### src/rtl/debounce_multi.sv
// Multi-channel button debouncer: 2-flop synchroniser, per-channel stability
// qualification, press/release edge pulses and an optional long-press pulse.
module debounce_multi #(
    parameter int N_CH       = 4,
    parameter int STABLE_CNT = 5000000,
    parameter int HOLD_CNT   = 0,
    parameter int ACTIVE_LOW = 1
) (
    input  logic            clk,
    input  logic            rst_n,
    input  logic [N_CH-1:0] button_in,
    output logic [N_CH-1:0] button_level,
    output logic [N_CH-1:0] button_press,
    output logic [N_CH-1:0] button_release,
    output logic [N_CH-1:0] button_hold
);

    localparam int            CW          = $clog2(STABLE_CNT + 1);
    localparam logic [CW-1:0] STABLE_LAST = CW'(STABLE_CNT - 1);
    localparam logic          IDLE_PIN    = (ACTIVE_LOW != 0);

    logic [N_CH-1:0] r_sync1;
    logic [N_CH-1:0] r_sync2;
    logic [N_CH-1:0] w_pressed;

    // Two-flop synchroniser on the raw pins; reset parks them at the released level
    always_ff @(posedge clk or negedge rst_n) begin
        if (!rst_n) begin
            r_sync1 <= {N_CH{IDLE_PIN}};
            r_sync2 <= {N_CH{IDLE_PIN}};
        end else begin
            r_sync1 <= button_in;
            r_sync2 <= r_sync1;
        end
    end

    assign w_pressed = (ACTIVE_LOW != 0) ? ~r_sync2 : r_sync2;

    for (genvar g = 0; g < N_CH; g++) begin : g_ch
        logic [CW-1:0] r_cnt;
        logic          r_level;
        logic          r_press;
        logic          r_release;
        logic          w_accept;

        assign w_accept = (w_pressed[g] != r_level) && (r_cnt == STABLE_LAST);

        // Stability counter and accepted level; edge pulses fire on the toggle edge
        always_ff @(posedge clk or negedge rst_n) begin
            if (!rst_n) begin
                r_cnt     <= '0;
                r_level   <= 1'b0;
                r_press   <= 1'b0;
                r_release <= 1'b0;
            end else begin
                r_press   <= w_accept && !r_level;
                r_release <= w_accept && r_level;
                if (w_pressed[g] == r_level) begin
                    r_cnt <= '0;
                end else if (w_accept) begin
                    r_cnt   <= '0;
                    r_level <= ~r_level;
                end else begin
                    r_cnt <= r_cnt + 1'b1;
                end
            end
        end

        assign button_level[g]   = r_level;
        assign button_press[g]   = r_press;
        assign button_release[g] = r_release;

        if (HOLD_CNT > 0) begin : g_hold
            localparam int            HW       = $clog2(HOLD_CNT + 1);
            localparam logic [HW-1:0] HOLD_MAX = HW'(HOLD_CNT);

            logic [HW-1:0] r_hcnt;
            logic          r_hold;

            // Long-press timer: counts pressed cycles, sticks at HOLD_MAX so it fires once
            always_ff @(posedge clk or negedge rst_n) begin
                if (!rst_n) begin
                    r_hcnt <= '0;
                    r_hold <= 1'b0;
                end else if (!r_level) begin
                    r_hcnt <= '0;
                    r_hold <= 1'b0;
                end else if (r_hcnt != HOLD_MAX) begin
                    r_hcnt <= r_hcnt + 1'b1;
                    r_hold <= (r_hcnt == (HOLD_MAX - 1'b1));
                end else begin
                    r_hold <= 1'b0;
                end
            end

            assign button_hold[g] = r_hold;
        end else begin : g_nohold
            assign button_hold[g] = 1'b0;
        end
    end

endmodule

### config.mk
export PLATFORM = sky130hd
export DESIGN_NAME = debounce_multi
export DESIGN_NICKNAME = d
export VERILOG_FILES = /design/src/rtl/debounce_multi.sv
export SDC_FILE = /design/constraint.sdc
export NUM_CORES = 1
export LEC_CHECK = 0
export BUFFER_PORTS_ARGS = -buffer_cell sky130_fd_sc_hd__buf_2
export CAP_MARGIN = 20
export CORE_MARGIN = 2
export CORE_UTILIZATION = 35
export CTS_CLUSTER_SIZE = 30
export DETAILED_ROUTE_END_ITERATION = 16
export PLACE_DENSITY_LB_ADDON = 0.08
export SLEW_MARGIN = 20
export SYNTH_ARGS = -nofsm -noshare
export SYNTH_HDL_FRONTEND = slang
export SYNTH_SLANG_ARGS = --single-unit
### constraint.sdc
create_clock -name clk -period 3.6 [get_ports clk]
set_clock_uncertainty 0.1 [all_clocks]
set_input_delay 0.72 -clock clk [delete_from_list [all_inputs] [get_ports clk]]
set_output_delay 0.72 -clock clk [all_outputs]
set_load 0.01 [all_outputs]
# [Word-level counts from Yosys, hierarchy flattened]
# Cells that the tools add are included.
[word_totals] latchBits=0 inputBits=6 memories=0 mem_bits_ro=0 elab_cells=71 output_inout_bits=16 mem_bits_rw=0 regBits=112
[op_classes] eq_ne=12 muxes=8 n_bitwise=9 mul=0 addsub=4 div_mod_pow=0 shifts=0 order_cmp=0 n_reduce_logical=20
[ops] op="2-to-1 mux 23 bit" count=8
[ops] op="adder 23 x 1 -> 23 bit (second input constant)" count=4
[ops] op="== test 23 bit (second input constant)" count=4
[ops] op="logical AND 1 bit" count=12
[ops] op="NOT 1 bit" count=8
[ops] op="AND reduction 2 bit" count=4
[ops] op="== test 1 bit" count=4
[ops] op="logical NOT 1 bit" count=4
[ops] op="!= test 1 bit" count=4
[ops] op="NOT 4 bit" count=1

# [Logic depth before layout (Yosys ltp)]
# Gate-level depths: netlist of the first run.
[depth] word_depth=5 mapped_depth=7 ltp_nobuf=5

# [Worst setup path before layout of the first run]
# No wires, ideal clock.
[synth_path] path_type="register -> register" start="register g_ch[2].r_cnt[16]" end="register g_ch[2].r_cnt[12]" setup_ps=130 path_buffers=1 arrival_ps=1902 required_time_ps=3370 setup_slack_ps=1469 synth_period_minus_slack_ps=2131 path_stages_with_launch=6 cell_sequence="dfrtp_1 or4b_1 or4_4 o31ai_4 buf_6 a21oi_1"
[synth_via] elab_chain_cells=4
[synth_rtl] element="from (decl)" line_no="40" source="logic [CW-1:0] r_cnt;"
[synth_rtl] element="from (signal assigned)" line_no="64" source="r_cnt <= r_cnt + 1'b1;"
[synth_rtl] element="== test 23 bit" line_no="46" source="assign w_accept = (w_pressed[g] != r_level) && (r_cnt == STABLE_LAST);"
[synth_rtl] element="logical AND 1 bit" line_no="46"
[synth_rtl] element="2-to-1 mux 23 bit" line_no="60" source="end else if (w_accept) begin"
[synth_rtl] element="2-to-1 mux 23 bit" line_no="58" source="if (w_pressed[g] == r_level) begin"
# No other way between the ends.
# A chain may end at the register's enable or synchronous reset.

# [Worst setup path in the final report of the first run]
[layout_path] start="register g_ch[0].r_cnt[17]" end="register g_ch[0].r_cnt[7]"
[layout_via] elab_chain_cells=4
[layout_rtl] element="from (decl)" line_no="40"
[layout_rtl] element="from (signal assigned)" line_no="64"
[layout_rtl] element="== test 23 bit" line_no="46"
[layout_rtl] element="logical AND 1 bit" line_no="46"
[layout_rtl] element="2-to-1 mux 23 bit" line_no="60"
[layout_rtl] element="2-to-1 mux 23 bit" line_no="58"
# No other way between the ends.

==> reports/results.tsv, run 1 <==
metric	value	unit
status	complete, no violations	
antenna_cells	0	
drive_gt1_frac	0.0990	
viasPerCell	5.11	
fin_crit_sh	0.754	
area_delta_synth_final	8.11	%
dpl.hpwl	7.44	mm
drc_errors	0	
synthFlopType	dfrtp_1	
antenna_found_initial	0	
clk_pin_slew	70	ps
yosysTopAreaCellShare	0.467	
tritoncts	built	
die_h	130	um
synth_area	0.00557	mm2
synthTopCellsByArea	dfrtp_1, xnor2_1, nor2_1	
clk_root_buffer_cell	clkbuf_16	
rsz0062_at_grt	false	
synthArstFlopShare	1.00	
fillers	1605	
ir_drop	0.270	mV
place_congestion	0.773	
setup_violations	0	
cp-start-kind	register	
initial_core_util	0.354	
die_w	130	um
yosysWarnings	0	
hp-class	in -> async	
syn_inst	572	
r2r_setup_slack	880	ps
synth.avg_cell_area	9.74	um2
slew_viol_final	0	
dieArea	0.0169	mm2
final_cell_mix	dfrtp_1, nor2_1, a21oi_1, nand2_1, xnor2_1	
portBuffers	17	
grt_first_pass_wirelength	18.9	mm
fp.coreArea	0.0157	mm2
worstMarginPinSlew	897	ps
cap_violations	0	
cts.sinks	112	
ios	22	
overflow	0	
synthDistinctLibCells	49	
setup_slack	884	ps
dr.pass1.iters	4	
cts-buffers-inserted	9	
hold_buffers	0	
worstSetupEndpointType	register	
final_common_cell	dfrtp_1	
drt_iter0_drc	254	
routed_wl	11.1	mm
cts_buffer_depth	2	
ctsResizeCount	0	
p_leak	2.29	nW
period_needed	2720	ps
synth_edf_count	0	
critPathKind	reg -> reg	
synth_largest_area_cell	dfrtp_1	
vias	4051	
track_usage	0.139	
finalHoldViolations	0	
final_antenna_net_count	0	
wl_per_cell	14.0	um
multi_input_area	0.00245	mm2
cp.arrival	2850	ps
slew-limit-headroom	0.402	
seqCellArea	0.00281	mm2
ys_seq_area_frac	0.505	
grt_max_degree	76	
power	2.31	mW
worstPathRequired	3740	ps
postCtsSetupBuffers	0	
grt_pass1_vias	3873	
h-tree-depth	3	
dp_slack	826	ps
clk_latency	350	ps
rows	46	
final.setup.tns	0	ps
fin_nets	581	
fmax	368	MHz
synth-seq-cells	112	
p_per_area	383	mW/mm2
crit_fanout	11	
-- worst paths after layout --
check | cells after the start | from | endpoint
setup / recovery | 5 | g_ch[0].r_cnt[17] | g_ch[0].r_cnt[7]
hold / removal | 1 | rst_n | g_ch[0].r_cnt[5]
setup reg to reg | 5 | g_ch[0].r_cnt[17] | g_ch[0].r_cnt[7]
hold reg to reg | 0 | r_sync1[1] | r_sync2[1]
max in group asynchronous | 2 | rst_n | r_sync2[2]
min in group clk | 0 | r_sync1[1] | r_sync2[1]
-- final cells by class --
| class | count | share of cell area |
|---|---|---|
| clock buffers | 13 | 0.0416 |
| clock inverters | 3 | 0.00291 |
| repair buffers | 21 | 0.0216 |
| multi-input cells | 404 | 0.408 |
| flip-flops and latches | 112 | 0.467 |
| well taps | 216 | 0.0449 |
| inverters | 23 | 0.0143 |
-- sequential cells by signal, summed over array words and instances, names as in the netlist --
register	cells
g_ch.r_level	4
r_sync1	4
g_ch.r_press	4
r_sync2	4
g_ch.r_cnt	92
g_ch.r_release	4
-- Yosys cell counts, types with 5 or more instances --
cell type and n:
inv_1 23, or3_1 21, nand4_1 19, and2_1 6, clkbuf_1 10, nand2_1 37, buf_4 19, nor2_1 62
a21oi_1 38, o21ai_0 22, nor4_1 12, dfrtp_1 104, or4_1 24, o31ai_1 16, dfstp_2 8, nor3_1 13
and4_1 5, xor2_1 16, nand3_1 30, or2_2 5, buf_2 5, xnor2_1 35, and3_1 5
-- layer usage --
layer | routed length (um) | vias to the layer above | GRT usage
met1 | 5560 | 1982 | 0.194
met2 | 5080 | 43 | 0.217
li1 | - | 2015 | -
met4 | 195 | 0 | 0.0550
met3 | 263 | 11 | 0.0246
met5 | 0 | - | 0
-- critical path, cell delays in order, from the launching register on --
cell and delay (ps):
dfrtp_1 430, or4b_2 640, or3_1 420, o21ai_1 640, buf_4 310, nor2_1 60
-- stage by stage --
stage	hold slack [ps]	cells	cell area [um2]	utilization
floorplan	245	575	5580	-
global placement	246	776	5750	0.366
detailed placement	249	776	5750	0.366
CTS	253	792	6020	0.383
global route	260	792	6020	0.383
finish	243	792	6020	0.383
-- cells by family after synthesis --
family                   count (synthesis)  share of synthesized area
AO/OA/AOI/OAI                           87                     0.0955
flip-flops                             112                      0.505
buffers and inverters                   59                     0.0564
XOR/XNOR                                51                     0.0802
adder cells (fa/ha/maj)                  4                    0.00899
other                                    1                   0.000673
AND/OR/NAND/NOR                        257                      0.251
multiplexers                             1                    0.00180
-- power breakdown --
group	internal, mW	switching [mW]	leakage, nW	total (mW)
logic	0.0210	0.0573	0.635	0.0783
clock network	0.488	0.449	0.130	0.937
registers	1.28	0.0163	1.53	1.29
Power figures use the tool's default switching activity.
==> run 2, diff against run 1 <==
==> constraint.sdc (replaced) <==
create_clock -name clk -period 2.44 [get_ports clk]
set_clock_uncertainty 0.1 [all_clocks]
set_input_delay 0.488 -clock clk [delete_from_list [all_inputs] [get_ports clk]]
set_output_delay 0.488 -clock clk [all_outputs]
set_load 0.01 [all_outputs]
==> run 2 against run 1 <==
  * Register-to-register slack worse by 700 ps
  * First-iteration DRC count down 18%
  * Non-clock buffer count up 14
  * Combinational power up 69%
  * Worst hold slack worse by 110 ps
  * Die area unchanged
  * Core utilization up 1.1 points
  * Maximum frequency up 20%
  * Total power up 53%
  * Clock-buffer cell count unchanged
  * Final cell count up 1.6%
==> reports/results.tsv, run 2 (synthesis results as in run 1) <==
metric	value	unit	change
cp-start-kind	register		
dp_slack	200	ps	-626 ps
crit_fanout	10		-1
initial_core_util	0.354		unchanged
cts.sinks	112		unchanged
clk_pin_slew	70	ps	about the same
power	3.54	mW	+53%
cap_violations	0		unchanged
viasPerCell	5.09		-0.45%
area_delta_synth_final	11.3	%	
setup_slack	180	ps	-705 ps
timing.hold.ws	134	ps	-109 ps
routed_wl	11.2	mm	+1.2%
fillers	1546		-3.7%
fin_util	0.394		+0.0112
place_congestion	0.792		+2.4%
placed_area	0.00589	mm2	+2.3%
hold_depth	1		
setup_violations	0		unchanged
ios	22		unchanged
worstRegToRegCells	5		unchanged
fin_cells	805		+1.6%
fp.coreArea	0.0157	mm2	unchanged
switching_share	0.215		-0.0118
cpPeakStageDelay	690	ps	+50 ps
final_common_cell	dfrtp_1		
p_switching	0.759	mW	+45%
cts_buffer_depth	2		unchanged
largest_reg_flops	92		unchanged
pwr-share-clk	0.423		+0.017
rsz0062_at_grt	false		
grt_max_degree	44		-42%
drive_gt1_frac	0.119		+0.0199
fin_crit_sh	0.926		+0.172
slew_viol_final	0		unchanged
fin_nets	595		+2.4%
p_leak	2.39	nW	+4.3%
final_antenna_net_count	0		unchanged
worstMarginPinSlew	560	ps	-337 ps
final_cell_mix	dfrtp_1, nor2_1, a21oi_1, nand2_1, xnor2_1		
rr_endpoint	g_ch[1].r_cnt[22]		
dpl.hpwl	7.75	mm	+4.2%
dr.pass1.iters	4		unchanged
drt_iter0_drc	209		-18%
rows	46		unchanged
grt_pass1_vias	4061		+4.9%
grt_first_pass_wirelength	19.6	mm	+3.8%
antenna_found_initial	0		unchanged
track_usage	0.145		+0.00615
cp.arrival	2440	ps	-410 ps
p_int	2.78	mW	+56%
wl_per_cell	14.0	um	-0.41%
final.setup.tns	0	ps	unchanged
regMostFlops	g_ch.r_cnt		
dieArea	0.0169	mm2	unchanged
portBuffers	17		unchanged
h-tree-depth	3		unchanged
vias	4099		+1.2%
path_cells	ha_1, nand2_1, or4_1, or4b_1, a21oi_1		
worstPathRequired	2620	ps	-1120 ps
status	complete, no violations		
tritoncts	built		
drc_errors	0		unchanged
die_w	130	um	unchanged
period_needed	2260	ps	-455 ps
final_area	0.00620	mm2	+2.9%
overflow	0		unchanged
slew-limit-headroom	0.625		+0.223
ctsResizeCount	0		unchanged
p_per_area	571	mW/mm2	+49%
hp-start	button_in[2]		
comb_power_share	0.037		+0.003
worstReg2RegStart	g_ch[1].r_cnt[0]		
hold-path-endpoint	r_sync1[2]		
r2r_setup_slack	180	ps	-700 ps
fmax	442	MHz	+20%
p_seq_frac	0.539		-0.021
dp.cells	789		+1.7%
clk_latency	350	ps	about the same
antenna_cells	0		unchanged
die_h	130	um	unchanged
finalHoldViolations	0		unchanged
cts-buffers-inserted	9		unchanged
hp-class	in -> reg		
ir_drop	0.370	mV	+37%
worstSetupEndpointType	register		
clk_root_buffer_cell	clkbuf_16		
critPathKind	reg -> reg		
cp_slowest_cell	or4_1		
==> run 2: per-layer routing <==
| layer | track usage | routed length, um | up-vias | share of wire |
|---|---|---|---|---|
| li1 | - | - | 2053 | - |
| met1 | 0.193 | 5450 | 1995 | 0.49 |
| met2 | 0.234 | 5310 | 39 | 0.47 |
| met3 | 0.0336 | 302 | 12 | 0.027 |
| met4 | 0.0519 | 167 | 0 | 0.015 |
| met5 | 0 | 0 | - | 0 |
==> run 2: cell type report <==
| type | count | area [um2] | share of cell area |
|---|---|---|---|
| Multi-Input combinational cell | 404 | 2450 | 0.396 |
| Clock inverter | 2 | 38.8 | 0.00626 |
| Inverter | 23 | 86.3 | 0.0139 |
| Sequential cell | 112 | 2810 | 0.454 |
| Clock buffer | 13 | 260 | 0.0420 |
| Tap cell | 216 | 270 | 0.0436 |
| Timing Repair Buffer | 35 | 275 | 0.0444 |
==> run 2: worst max-delay path by stage <==
stage	startpoint	to	slack, ps	cells after the start
2_1_floorplan	g_ch[2].r_cnt[16]	g_ch[2].r_cnt[14]	310	5
3_3_place_gp	g_ch[1].r_cnt[0]	g_ch[1].r_cnt[22]	240	5
3_5_place_dp	g_ch[1].r_cnt[0]	g_ch[1].r_cnt[22]	200	5
4_1_cts	g_ch[1].r_cnt[0]	g_ch[1].r_cnt[22]	170	5
5_1_grt	g_ch[0].r_cnt[0]	g_ch[0].r_cnt[20]	50	5
6_report	g_ch[1].r_cnt[0]	g_ch[1].r_cnt[22]	180	5
==> run 2: power by group through the flow <==
stage	Clock, mW	Sequential, mW	Combinational (mW)
6_report	1.50	1.91	0.132
5_1_grt	1.65	1.91	0.153
4_1_cts	1.58	1.91	0.138
3_5_place_dp	0	1.94	0.136
3_3_place_gp	0	1.94	0.136
2_1_floorplan	0	1.94	0.0659
==> run 2: repair_timing <==
| action | CTS | global route |
|---|---|---|
| buffers inserted | 0 | 0 |
| hold buffers | 1 | 0 |
| hold endpoints to repair | 26 | 0 |
==> run 2: critical path: cells and delay by family, from the launching register on <==
family | cells | cell delay [ps]
compound gates | 1 | 150
fa+ha+maj | 1 | 230
flops | 1 | 380
simple gates | 3 | 1340
